File: src/rtl/frame_parser_pp.sv
// Frame parser with ping-pong payload slots: header hunt, LEN/CHSEL/CRC-16 checks, valid/ready drain.
// Optional saturating statistics counters are enabled by defining FRAME_STATS_EN.
module frame_parser_pp #(
    parameter int          NUM_CH    = 8,
    parameter int          MAX_WORDS = 16,
    parameter logic [15:0] HEADER    = 16'hE0E0,
    parameter int          TIMEOUT   = 64,
    parameter logic [15:0] CRC_POLY  = 16'h1021,
    parameter logic [15:0] CRC_INIT  = 16'hFFFF
) (
    input  logic              clk_in,
    input  logic              rst_n,
    input  logic [15:0]       data_in,
    input  logic              data_vld_in,
    output logic [15:0]       out_data,
    output logic              out_valid,
    input  logic              out_ready,
    output logic              out_last,
    output logic [NUM_CH-1:0] out_ch_mask,
    output logic              crc_err,
    output logic              frame_drop,
    output logic              frame_abort,
    output logic              busy
`ifdef FRAME_STATS_EN
    ,
    output logic [15:0]       stat_good,
    output logic [15:0]       stat_crc_err,
    output logic [15:0]       stat_lost
`endif
);

    localparam int IW = $clog2(MAX_WORDS);
    localparam int LW = $clog2(MAX_WORDS + 1);
    localparam int TW = $clog2(TIMEOUT + 1);
    localparam logic [LW-1:0] ONE_L   = LW'(1);
    localparam logic [TW-1:0] ONE_T   = TW'(1);
    localparam logic [TW-1:0] TO_LAST = TW'(TIMEOUT - 1);
    localparam logic [15:0]   MAX_W16 = 16'(MAX_WORDS);

    typedef enum logic [2:0] {S_HUNT, S_LEN, S_CHSEL, S_PAYLOAD, S_CRC} state_t;

    state_t            r_state;
    logic [15:0]       r_crc;
    logic [TW-1:0]     r_toCnt;
    logic [LW-1:0]     r_curLen;
    logic [LW-1:0]     r_wrIdx;
    logic              r_wrSlot;
    logic [1:0]        r_slotFull;
    logic [LW-1:0]     r_slotLen  [2];
    logic [NUM_CH-1:0] r_slotMask [2];
    logic [15:0]       r_mem      [2][MAX_WORDS];
    logic              r_rdSlot;
    logic [LW-1:0]     r_rdIdx;
    logic              r_waitVld;
    logic              r_waitSlot;

    logic          w_hs;
    logic          w_hsLast;
    logic [1:0]    w_freeMask;
    logic          w_newSlot;
    logic          w_commit;
    logic          w_timeout;
    logic          w_startGo;
    logic          w_startSlot;
    logic [LW-1:0] w_nextIdx;
    logic          w_lenOk;

    function automatic logic [15:0] crcNext(input logic [15:0] c, input logic [15:0] d);
        logic fb;
        for (int i = 15; i >= 0; i--) begin
            fb = c[15] ^ d[i];
            c  = {c[14:0], 1'b0};
            if (fb) c = c ^ CRC_POLY;
        end
        return c;
    endfunction

    // A slot finishing its last handshake this cycle is already free for an incoming header.
    always_comb begin
        w_hs       = out_valid & out_ready;
        w_hsLast   = w_hs & out_last;
        w_freeMask = ~r_slotFull;
        if (w_hsLast) w_freeMask[r_rdSlot] = 1'b1;
        w_newSlot   = ~w_freeMask[0];
        w_commit    = (r_state == S_CRC) && data_vld_in && (data_in == r_crc);
        w_timeout   = (r_state != S_HUNT) && !data_vld_in && (r_toCnt == TO_LAST);
        w_startGo   = r_waitVld | w_commit;
        w_startSlot = r_waitVld ? r_waitSlot : r_wrSlot;
        w_nextIdx   = r_rdIdx + ONE_L;
        w_lenOk     = (data_in != 16'd0) && (data_in <= MAX_W16);
    end

    assign busy = (r_state != S_HUNT);

    always_ff @(posedge clk_in) begin
        if (r_state == S_PAYLOAD && data_vld_in)
            r_mem[r_wrSlot][r_wrIdx[IW-1:0]] <= data_in;
    end

    always_ff @(posedge clk_in or negedge rst_n) begin
        if (!rst_n) begin
            r_state       <= S_HUNT;
            r_crc         <= CRC_INIT;
            r_toCnt       <= '0;
            r_curLen      <= '0;
            r_wrIdx       <= '0;
            r_wrSlot      <= 1'b0;
            r_slotFull    <= '0;
            r_slotLen[0]  <= '0;
            r_slotLen[1]  <= '0;
            r_slotMask[0] <= '0;
            r_slotMask[1] <= '0;
            r_rdSlot      <= 1'b0;
            r_rdIdx       <= '0;
            r_waitVld     <= 1'b0;
            r_waitSlot    <= 1'b0;
            out_data      <= '0;
            out_valid     <= 1'b0;
            out_last      <= 1'b0;
            out_ch_mask   <= '0;
            crc_err       <= 1'b0;
            frame_drop    <= 1'b0;
            frame_abort   <= 1'b0;
        end else begin
            crc_err     <= 1'b0;
            frame_drop  <= 1'b0;
            frame_abort <= 1'b0;
            if (w_hsLast) r_slotFull[r_rdSlot] <= 1'b0;

            if (data_vld_in)            r_toCnt <= '0;
            else if (r_state != S_HUNT) r_toCnt <= r_toCnt + ONE_T;

            // Later assignments win, so a claim or release below overrides the drain release above.
            if (w_timeout) begin
                frame_abort          <= 1'b1;
                r_slotFull[r_wrSlot] <= 1'b0;
                r_toCnt              <= '0;
                r_state              <= S_HUNT;
            end else if (data_vld_in) begin
                case (r_state)
                    S_HUNT: begin
                        if (data_in == HEADER) begin
                            if (|w_freeMask) begin
                                r_slotFull[w_newSlot] <= 1'b1;
                                r_wrSlot              <= w_newSlot;
                                r_crc                 <= CRC_INIT;
                                r_wrIdx               <= '0;
                                r_state               <= S_LEN;
                            end else begin
                                frame_drop <= 1'b1;
                            end
                        end
                    end
                    S_LEN: begin
                        if (w_lenOk) begin
                            r_curLen            <= data_in[LW-1:0];
                            r_slotLen[r_wrSlot] <= data_in[LW-1:0];
                            r_crc               <= crcNext(r_crc, data_in);
                            r_state             <= S_CHSEL;
                        end else begin
                            frame_abort          <= 1'b1;
                            r_slotFull[r_wrSlot] <= 1'b0;
                            r_state              <= S_HUNT;
                        end
                    end
                    S_CHSEL: begin
                        if (|data_in[NUM_CH-1:0]) begin
                            r_slotMask[r_wrSlot] <= data_in[NUM_CH-1:0];
                            r_crc                <= crcNext(r_crc, data_in);
                            r_state              <= S_PAYLOAD;
                        end else begin
                            frame_abort          <= 1'b1;
                            r_slotFull[r_wrSlot] <= 1'b0;
                            r_state              <= S_HUNT;
                        end
                    end
                    S_PAYLOAD: begin
                        r_crc   <= crcNext(r_crc, data_in);
                        r_wrIdx <= r_wrIdx + ONE_L;
                        if (r_wrIdx == r_curLen - ONE_L) r_state <= S_CRC;
                    end
                    S_CRC: begin
                        if (!w_commit) begin
                            crc_err              <= 1'b1;
                            r_slotFull[r_wrSlot] <= 1'b0;
                        end
                        r_state <= S_HUNT;
                    end
                    default: r_state <= S_HUNT;
                endcase
            end

            // Drain: start a new frame when idle or right on the previous frame's last handshake.
            if (!out_valid || w_hsLast) begin
                if (w_startGo) begin
                    out_valid   <= 1'b1;
                    out_data    <= r_mem[w_startSlot][0];
                    out_last    <= (r_slotLen[w_startSlot] == ONE_L);
                    out_ch_mask <= r_slotMask[w_startSlot];
                    r_rdSlot    <= w_startSlot;
                    r_rdIdx     <= '0;
                    r_waitVld   <= r_waitVld & w_commit;
                    r_waitSlot  <= r_wrSlot;
                end else begin
                    out_valid <= 1'b0;
                    out_last  <= 1'b0;
                end
            end else begin
                if (w_hs) begin
                    r_rdIdx  <= w_nextIdx;
                    out_data <= r_mem[r_rdSlot][w_nextIdx[IW-1:0]];
                    out_last <= (w_nextIdx == r_slotLen[r_rdSlot] - ONE_L);
                end
                if (w_commit) begin
                    r_waitVld  <= 1'b1;
                    r_waitSlot <= r_wrSlot;
                end
            end
        end
    end

`ifdef FRAME_STATS_EN
    always_ff @(posedge clk_in or negedge rst_n) begin
        if (!rst_n) begin
            stat_good    <= '0;
            stat_crc_err <= '0;
            stat_lost    <= '0;
        end else begin
            if (w_commit && stat_good != 16'hFFFF)                 stat_good    <= stat_good + 16'd1;
            if (crc_err && stat_crc_err != 16'hFFFF)               stat_crc_err <= stat_crc_err + 16'd1;
            if ((frame_drop || frame_abort) && stat_lost != 16'hFFFF) stat_lost <= stat_lost + 16'd1;
        end
    end
`endif

endmodule

File: config.mk
export PLATFORM = sky130hd
export DESIGN_NAME = frame_parser_pp
export DESIGN_NICKNAME = d
export VERILOG_FILES = /design/src/rtl/frame_parser_pp.sv
export SDC_FILE = /design/constraint.sdc
export NUM_CORES = 1
export LEC_CHECK = 0
export BUFFER_PORTS_ARGS = -buffer_cell sky130_fd_sc_hd__buf_2
export CORE_MARGIN = 4
export CORE_UTILIZATION = 53
export CTS_CLUSTER_SIZE = 14
export DETAILED_ROUTE_END_ITERATION = 8
export GPL_TIMING_DRIVEN = 0
export HOLD_SLACK_MARGIN = 0.03
export MAX_ROUTING_LAYER = met4
export PLACE_DENSITY = 0.76
export SETUP_SLACK_MARGIN = 0.02
export SYNTH_ARGS = -nofsm -noshare
export SYNTH_HDL_FRONTEND = slang
export SYNTH_SLANG_ARGS = --single-unit
File: constraint.sdc
create_clock -name clk_in -period 2.38 [get_ports clk_in]
set_input_delay 0.595 -clock clk_in [delete_from_list [all_inputs] [get_ports clk_in]]
set_output_delay 0.595 -clock clk_in [all_outputs]
set_load 0.02 [all_outputs]
==> impl_metrics.tcl, run 1 <==
set metrics [dict create \
    outcome "complete, but fails checks" \
    violations_in_the_final_reports "negative setup slack" \
    critPathArrivalTime_ns 3.06 \
    std_cell_rows 80 \
    place.detailed.hpwl_um 37700 \
    fin_util 0.655 \
    die_height_um 228 \
    hp-class "primary input to flop" \
    layout.filler_cells 2999 \
    synth.mux.area_fraction 0.174 \
    total_power_divided_by_cell_area_nw_per_um2 1070 \
    setup.worst_path.start_class "flop" \
    crit_chain "buf_6 -> buf_8 -> buf_12 -> buf_16 -> buf_12 -> mux4_2 -> nand2_1 -> nand3_1 -> nand3_1 -> o211ai_1 -> mux2_4" \
    seq_area_frac_synth 0.700 \
    endpoint_kind "flop" \
    largest_net_degree_at_the_start_of_global_routing 69 \
    io-pin-count 50 \
    area_growth_pct 22.0 \
    grt_pass1_wl_um 99000 \
    ys_dominant_reg_cell "edfxtp_1" \
    critPathKind "flop to flop" \
    design.core.area_um2 47700 \
    post-route-worst-setup-slack_ns -0.187 \
    critical_path_buf_inv_count 5 \
    nNetsFinal 1628 \
    grt_pass1_vias 14896 \
    worst_skew_pair.late_latency_ns 0.62 \
    biggest_cell_delay_along_the_critical_path_ns 0.55 \
    synthesis.instances 1397 \
    setup-violations-final 33 \
    clock_path_buffers 3 \
    max_slew_headroom 0.471 \
    grt_setup_unrepaired "true" \
    cts-buffers-inserted 59 \
    drive_above_1_share 0.380 \
    netlist_area_before_placement_um2 25600 \
    synth_simple_gate_area_frac 0.0528 \
    detail_route.drc_violations 0 \
    first_iter_violations 1864 \
    clock-sinks 614 \
    timing.final.max_slew_violations 0 \
    synth_fp_nets 1425 \
    grt_antenna_before_repair 0 \
    buffer_ports.inserted 48 \
    ctsRootBufferMaster "clkbuf_16" \
    max-vdd-ir-drop_mv 0.661 \
    fmax_mhz 390 \
    crit_required_ns 2.87 \
    worst_pin_slew_ns 0.790 \
    final_cells 2266 \
    clock_tree.htree_level_count 2 \
    timing.clock.skew_ns 0.0186 \
    share_of_flip_flops_with_an_asynchronous_set_or_reset_after_synthesis 0.166 \
    synthXorXnorAreaFrac 0.0294 \
    grt_usage 0.263 \
    slowest_stage "mux4_2" \
    finalWorstPathRequiredPeriod_ns 2.57 \
    route.detailed.vias_per_inst 6.39 \
    dp_slack_ns -1.26 \
    worst_path_dominant_cell_family "multiplexers" \
    floorplan.die_area_um2 51900 \
    route.antenna.remaining_nets 0 \
    final_weighted_congestion_of_routability_driven_global_placement 0.936 \
    hold_violations 0 \
    globalRoute.totalOverflow 0 \
    initial_core_utilization 0.537 \
    place.detailed.instances 2062 \
    synth_cell_type_count 75 \
    synthesis.area_per_instance_um2 18.3 \
    leakagePower_uw 0.0111 \
    floorplan_die_width_um 228 \
    tritoncts "built" \
    drt_first_pass_iters 5 \
    final.setup.tns_ns -4.09 \
    ys_ff_latch 614 \
    synth-adder-area-share 0.00430 \
    synth_top_family_by_area "multiplexers" \
    rrSetupSlack_ns -0.19 \
    path_max_fanout 5 \
    synth_warnings 0 \
    count_of_max_cap_constraint_violations 0 \
    period_share 1.08 \
    synth-edff-count 512 \
    antenna_cells_inserted 0 \
    wirelength_um 66700 \
    path_clk_slew_ns 0.07 \
    synth_compound_area_frac 0.0239 \
    drt-wirelength-per-cell_um 29.5 \
    detailroute.via_count 14477 \
]
[path summary, 6_finish.rpt]
| path | cells past startpoint | endpoint | start |
|---|---|---|---|
| worst max-delay path | 11 | out_data[0] | r_rdSlot |
| worst min-delay path | 1 | r_mem[0][190] | data_in[14] |
| worst max register to register | 11 | out_data[0] | r_rdSlot |
| worst min register to register | 1 | r_slotMask[0] | r_slotMask[0] |
| max in group asynchronous | 3 | out_data[15] | rst_n |
| min in group asynchronous | 2 | r_toCnt[6] | rst_n |
[what timing repair did]
item                       4_1_cts  5_1_grt
hold buffers                     1        0
hold endpoints to repair        18        0
resized for setup              179       37
setup buffers                   71       17
pin swaps                       55       20
gates cloned                     7        0
setup endpoints to repair      594      594
[cell type report]
| class | count | area, um^2 | share of cell area |
|---|---|---|---|
| timing repair buffer | 144 | 1740 | 0.0555 |
| buffer | 64 | 647 | 0.0207 |
| clock buffer | 82 | 1670 | 0.0533 |
| inverter | 15 | 58.8 | 0.00188 |
| tap | 615 | 769 | 0.0246 |
| multi-input combinational | 702 | 8160 | 0.261 |
| clock inverter | 30 | 282 | 0.00900 |
| sequential | 614 | 17900 | 0.574 |
[kinds of logic after synthesis]
group / Yosys count
buffers and inverters: 81
multiplexers: 262
XOR/XNOR: 73
adder cells (fa/ha/maj): 9
flip-flops: 614
AND/OR/NAND/NOR: 271
AO/OA/AOI/OAI: 87
[report_power, final]
part / internal [uW] / switching [uW] / total (uW)
clock network: 5340 / 4070 / 9400
logic: 4980 / 6380 / 11400
registers: 12200 / 448 / 12700
total: 22500 / 10900 / 33400
[stage by stage]
step	instance area (um^2)	hold slack [ns]	power, uW
global placement	27100	0.484	22400
global route	31300	0.341	34700
finish	31300	0.360	33400
floorplan	26100	0.299	19700
CTS	31000	0.396	33000
detailed placement	27200	0.490	22700
[flip-flops by register name, summed over array words and instances, names as in the netlist]
| register | flops |
|---|---|
| r_waitSlot | 1 |
| r_wrIdx | 5 |
| r_state | 3 |
| frame_drop | 1 |
| r_waitVld | 1 |
| r_curLen | 5 |
| frame_abort | 1 |
| r_toCnt | 7 |
| out_ch_mask | 8 |
| r_mem | 512 |
| r_wrSlot | 1 |
| out_valid | 1 |
| r_rdIdx | 5 |
| r_slotFull | 2 |
| r_rdSlot | 1 |
| r_slotMask | 16 |
| out_data | 16 |
| r_slotLen | 10 |
| out_last | 1 |
| r_crc | 16 |
| crc_err | 1 |
[cell usage in the layout (no fill, tap or decap), types with 13 or more instances in the layout]
cell type	n
xor2_1	18
nand3_1	43
xnor2_1	30
dfrtp_1	84
buf_2	34
edfxtp_1	512
dfstp_2	16
nor2_1	37
clkbuf_16	61
mux2_4	30
mux2i_1	43
nand2_1	75
a21oi_1	18
buf_12	56
inv_1	13
nor2_4	34
buf_4	58
clkbuf_1	28
mux4_2	137
buf_6	18
mux2_2	44
[cell usage after synthesis (5+ instances only)]
master | number | area, um^2
nand4_1 | 7 | 43.8
a21oi_1 | 18 | 90.1
o221ai_1 | 9 | 78.8
a21boi_0 | 5 | 37.5
or3_1 | 5 | 31.3
mux2i_1 | 51 | 510
ha_1 | 8 | 100
mux2_2 | 69 | 777
nand3_1 | 50 | 250
nand3b_1 | 5 | 37.5
xor2_1 | 21 | 184
xnor3_1 | 5 | 113
buf_2 | 21 | 105
inv_1 | 13 | 48.8
dfrtp_1 | 86 | 2150
edfxtp_1 | 512 | 15400
dfstp_2 | 16 | 420
nand2_1 | 85 | 319
nor2_1 | 72 | 270
xnor2_1 | 42 | 368
clkbuf_1 | 27 | 101
mux2_4 | 5 | 75.1
o211ai_1 | 7 | 52.6
o21ai_0 | 10 | 50.1
mux4_2 | 137 | 3090
nor3_1 | 10 | 50.1
o21ai_1 | 6 | 30.0
buf_4 | 9 | 67.6
[layer usage]
| metal | track usage | share of wire |
|---|---|---|
| met4 | 0.0788 | 0.033 |
| met1 | 0.337 | 0.37 |
| met2 | 0.441 | 0.52 |
| met3 | 0.0423 | 0.082 |
| met5 | - | 0 |
No activity file was read; power rests on OpenSTA's default activity.
==> run 2: changes to the inputs <==
--- a/config.mk
+++ b/config.mk
@@ -7,14 +7,15 @@
 export LEC_CHECK = 0
 export BUFFER_PORTS_ARGS = -buffer_cell sky130_fd_sc_hd__buf_2
 export CORE_MARGIN = 4
-export CORE_UTILIZATION = 53
+export CORE_UTILIZATION = 40
 export CTS_CLUSTER_SIZE = 14
 export DETAILED_ROUTE_END_ITERATION = 8
 export GPL_TIMING_DRIVEN = 0
 export HOLD_SLACK_MARGIN = 0.03
 export MAX_ROUTING_LAYER = met4
-export PLACE_DENSITY = 0.76
+export PLACE_DENSITY = 0.61
 export SETUP_SLACK_MARGIN = 0.02
 export SYNTH_ARGS = -nofsm -noshare
 export SYNTH_HDL_FRONTEND = slang
 export SYNTH_SLANG_ARGS = --single-unit
+export TNS_END_PERCENT = 10
==> run 2 against run 1 <==
  * The flow still finishes with violations (negative setup slack)
  * Sequential power hardly changed
  * Highest routed layer unchanged
  * Largest power group unchanged
  * Clock skew grew 0.0054 ns
  * Critical endpoint is now out_data[4]
  * Critical path depth unchanged
  * Combinational power shrank 6%
  * Sequential share of layout area grew 1.2 points
  * Global-route usage decreased by 6.9 points
  * Cell count is 8.2% higher
  * First-iteration DRC count fell by 38%
  * Worst setup slack better by 0.0081 ns
==> impl_metrics.tcl, run 2 (synthesis results as in run 1) <==
set metrics [dict create \
    worst_r2r_startpoint "r_rdSlot" \
    count_of_max_cap_constraint_violations 0 \
    area_growth_pct 19.5 \
    critPathArrivalTime_ns 3.06 \
    wirelength_um 63200 \
    detail_route.drc_violations 0 \
    grt_usage 0.194 \
    outcome "complete, but fails checks" \
    design.core.area_um2 63300 \
    rr_worst_depth 11 \
    route.detailed.vias_per_inst 5.55 \
    timing.final.max_slew_violations 0 \
    final_weighted_congestion_of_routability_driven_global_placement 0.928 \
    grt_antenna_before_repair 0 \
    globalRoute.totalOverflow 0 \
    worst_pin_slew_ns 0.774 \
    nNetsFinal 1583 \
    max-vdd-ir-drop_mv 0.682 \
    timing.hold.worst.start "data_in[14]" \
    hold_depth 1 \
    total_power_divided_by_cell_area_nw_per_um2 1070 \
    endpoint_kind "flop" \
    place.detailed.hpwl_um 39500 \
    clock_path_buffers 3 \
    period_share 1.08 \
    floorplan.die_area_um2 68200 \
    timing.clock.skew_ns 0.0239 \
    hold_violations 0 \
    fmax_mhz 391 \
    drt-wirelength-per-cell_um 25.8 \
    number_of_flip_flops_in_the_largest_register 512 \
    worstHoldEndpoint "r_mem[1][30]" \
    grt_setup_unrepaired "true" \
    buffer_ports.inserted 48 \
    initial_core_utilization 0.405 \
    cts-buffers-inserted 61 \
    clock-sinks 614 \
    worst_hold_slack_ns 0.348 \
    path_clk_slew_ns 0.06 \
    clock_tree.htree_level_count 2 \
    largest_net_degree_at_the_start_of_global_routing 68 \
    setup-violations-final 396 \
    tritoncts "built" \
    layout_commonest_cell "edfxtp_1" \
    most-common-layout-cells "edfxtp_1, mux4_2, dfrtp_1" \
    worst_skew_pair.late_latency_ns 0.63 \
    violations_in_the_final_reports "negative setup slack" \
    post-route-worst-setup-slack_ns -0.179 \
    ctsRootBufferMaster "clkbuf_16" \
    grt_pass1_wl_um 94700 \
    drt_first_pass_iters 5 \
    crit_required_ns 2.88 \
    leakagePower_uw 0.0107 \
    finalWorstPathRequiredPeriod_ns 2.56 \
    place.detailed.instances 2294 \
    hp-class "primary input to flop" \
    std_cell_rows 92 \
    die_height_um 261 \
    grt_pass1_vias 14027 \
    final.setup.tns_ns -40.61 \
    max_slew_headroom 0.482 \
    path_max_fanout 5 \
    final_cells 2452 \
    io-pin-count 50 \
    critPathKind "flop to flop" \
    timing.critical_path.from "r_rdSlot" \
    layout.filler_cells 5218 \
    first_iter_violations 1149 \
    setup.worst_path.start_class "flop" \
    drive_above_1_share 0.351 \
    rrSetupSlack_ns -0.18 \
    detailroute.via_count 13615 \
    crit-reg2reg-capture "out_data[4]" \
    route.antenna.remaining_nets 0 \
    floorplan_die_width_um 261 \
]
-- run 2: what timing repair did --
item	4_1_cts	5_1_grt
endpoints found under the setup margin	591	536
gates resized for setup	198	12
hold buffers	1	0
endpoints found under the hold margin	66	0
cloned	5	0
pin swaps	49	13
setup buffers	34	5
-- run 2: per-layer routing --
layer | track usage | vias up | wire, um
met5 | - | - | 0
met1 | 0.262 | 7237 | 27000
li1 | - | 5886 | -
met4 | 0.0472 | 0 | 1320
met2 | 0.315 | 407 | 31800
met3 | 0.0272 | 85 | 3070
-- run 2: where the power goes --
part           total [uW]  internal, uW  leakage [uW]  switching, uW
combinational       10700          4750       0.00386           5980
sequential          12600         12200       0.00589            411
clock                9510          5500      0.000977           4010
total               32900         22500        0.0107          10400
-- run 2: how the worst max path moves through the flow --
stage | to | slack, ns | depth (start not counted)
floorplan | out_ch_mask[2] | -0.13 | 8
global placement | r_rdSlot | -1.34 | 8
detailed placement | r_rdSlot | -1.38 | 8
CTS | r_mem[0][130] | -0.18 | 5
global route | r_mem[1][142] | -0.30 | 5
finish | out_data[4] | -0.18 | 11
-- run 2: per-stage QoR --
stage	cell area, um^2	total power, uW	setup WS, ns	utilization
floorplan	25900	19400	-0.126	-
global placement	27200	22300	-1.34	0.430
detailed placement	27300	22400	-1.38	0.431
CTS	30500	33000	-0.178	0.481
global route	30600	34300	-0.298	0.484
finish	30600	32900	-0.179	0.484
-- run 2: layout make-up --
| class | count | area [um^2] | share of cell area |
|---|---|---|---|
| multi-input combinational | 702 | 7940 | 0.259 |
| tap | 846 | 1060 | 0.0345 |
| sequential | 614 | 17900 | 0.586 |
| clock buffer | 89 | 1780 | 0.0582 |
| timing repair buffer | 96 | 1020 | 0.0334 |
| buffer | 65 | 628 | 0.0205 |
| antenna | 1 | 2.50 | 0.0000817 |
| inverter | 15 | 56.3 | 0.00184 |
| clock inverter | 24 | 204 | 0.00666 |
-- run 2: worst max-delay path, cell delays in order, from the launching register on --
cell      delay (ns)
dfrtp_1         0.40
buf_8           0.15
buf_12          0.12
buf_16          0.15
buf_12          0.13
buf_12          0.12
mux4_2          0.52
mux2i_4         0.20
nand2_1         0.08
nand3_1         0.09
o211ai_1        0.16
mux2_4          0.31
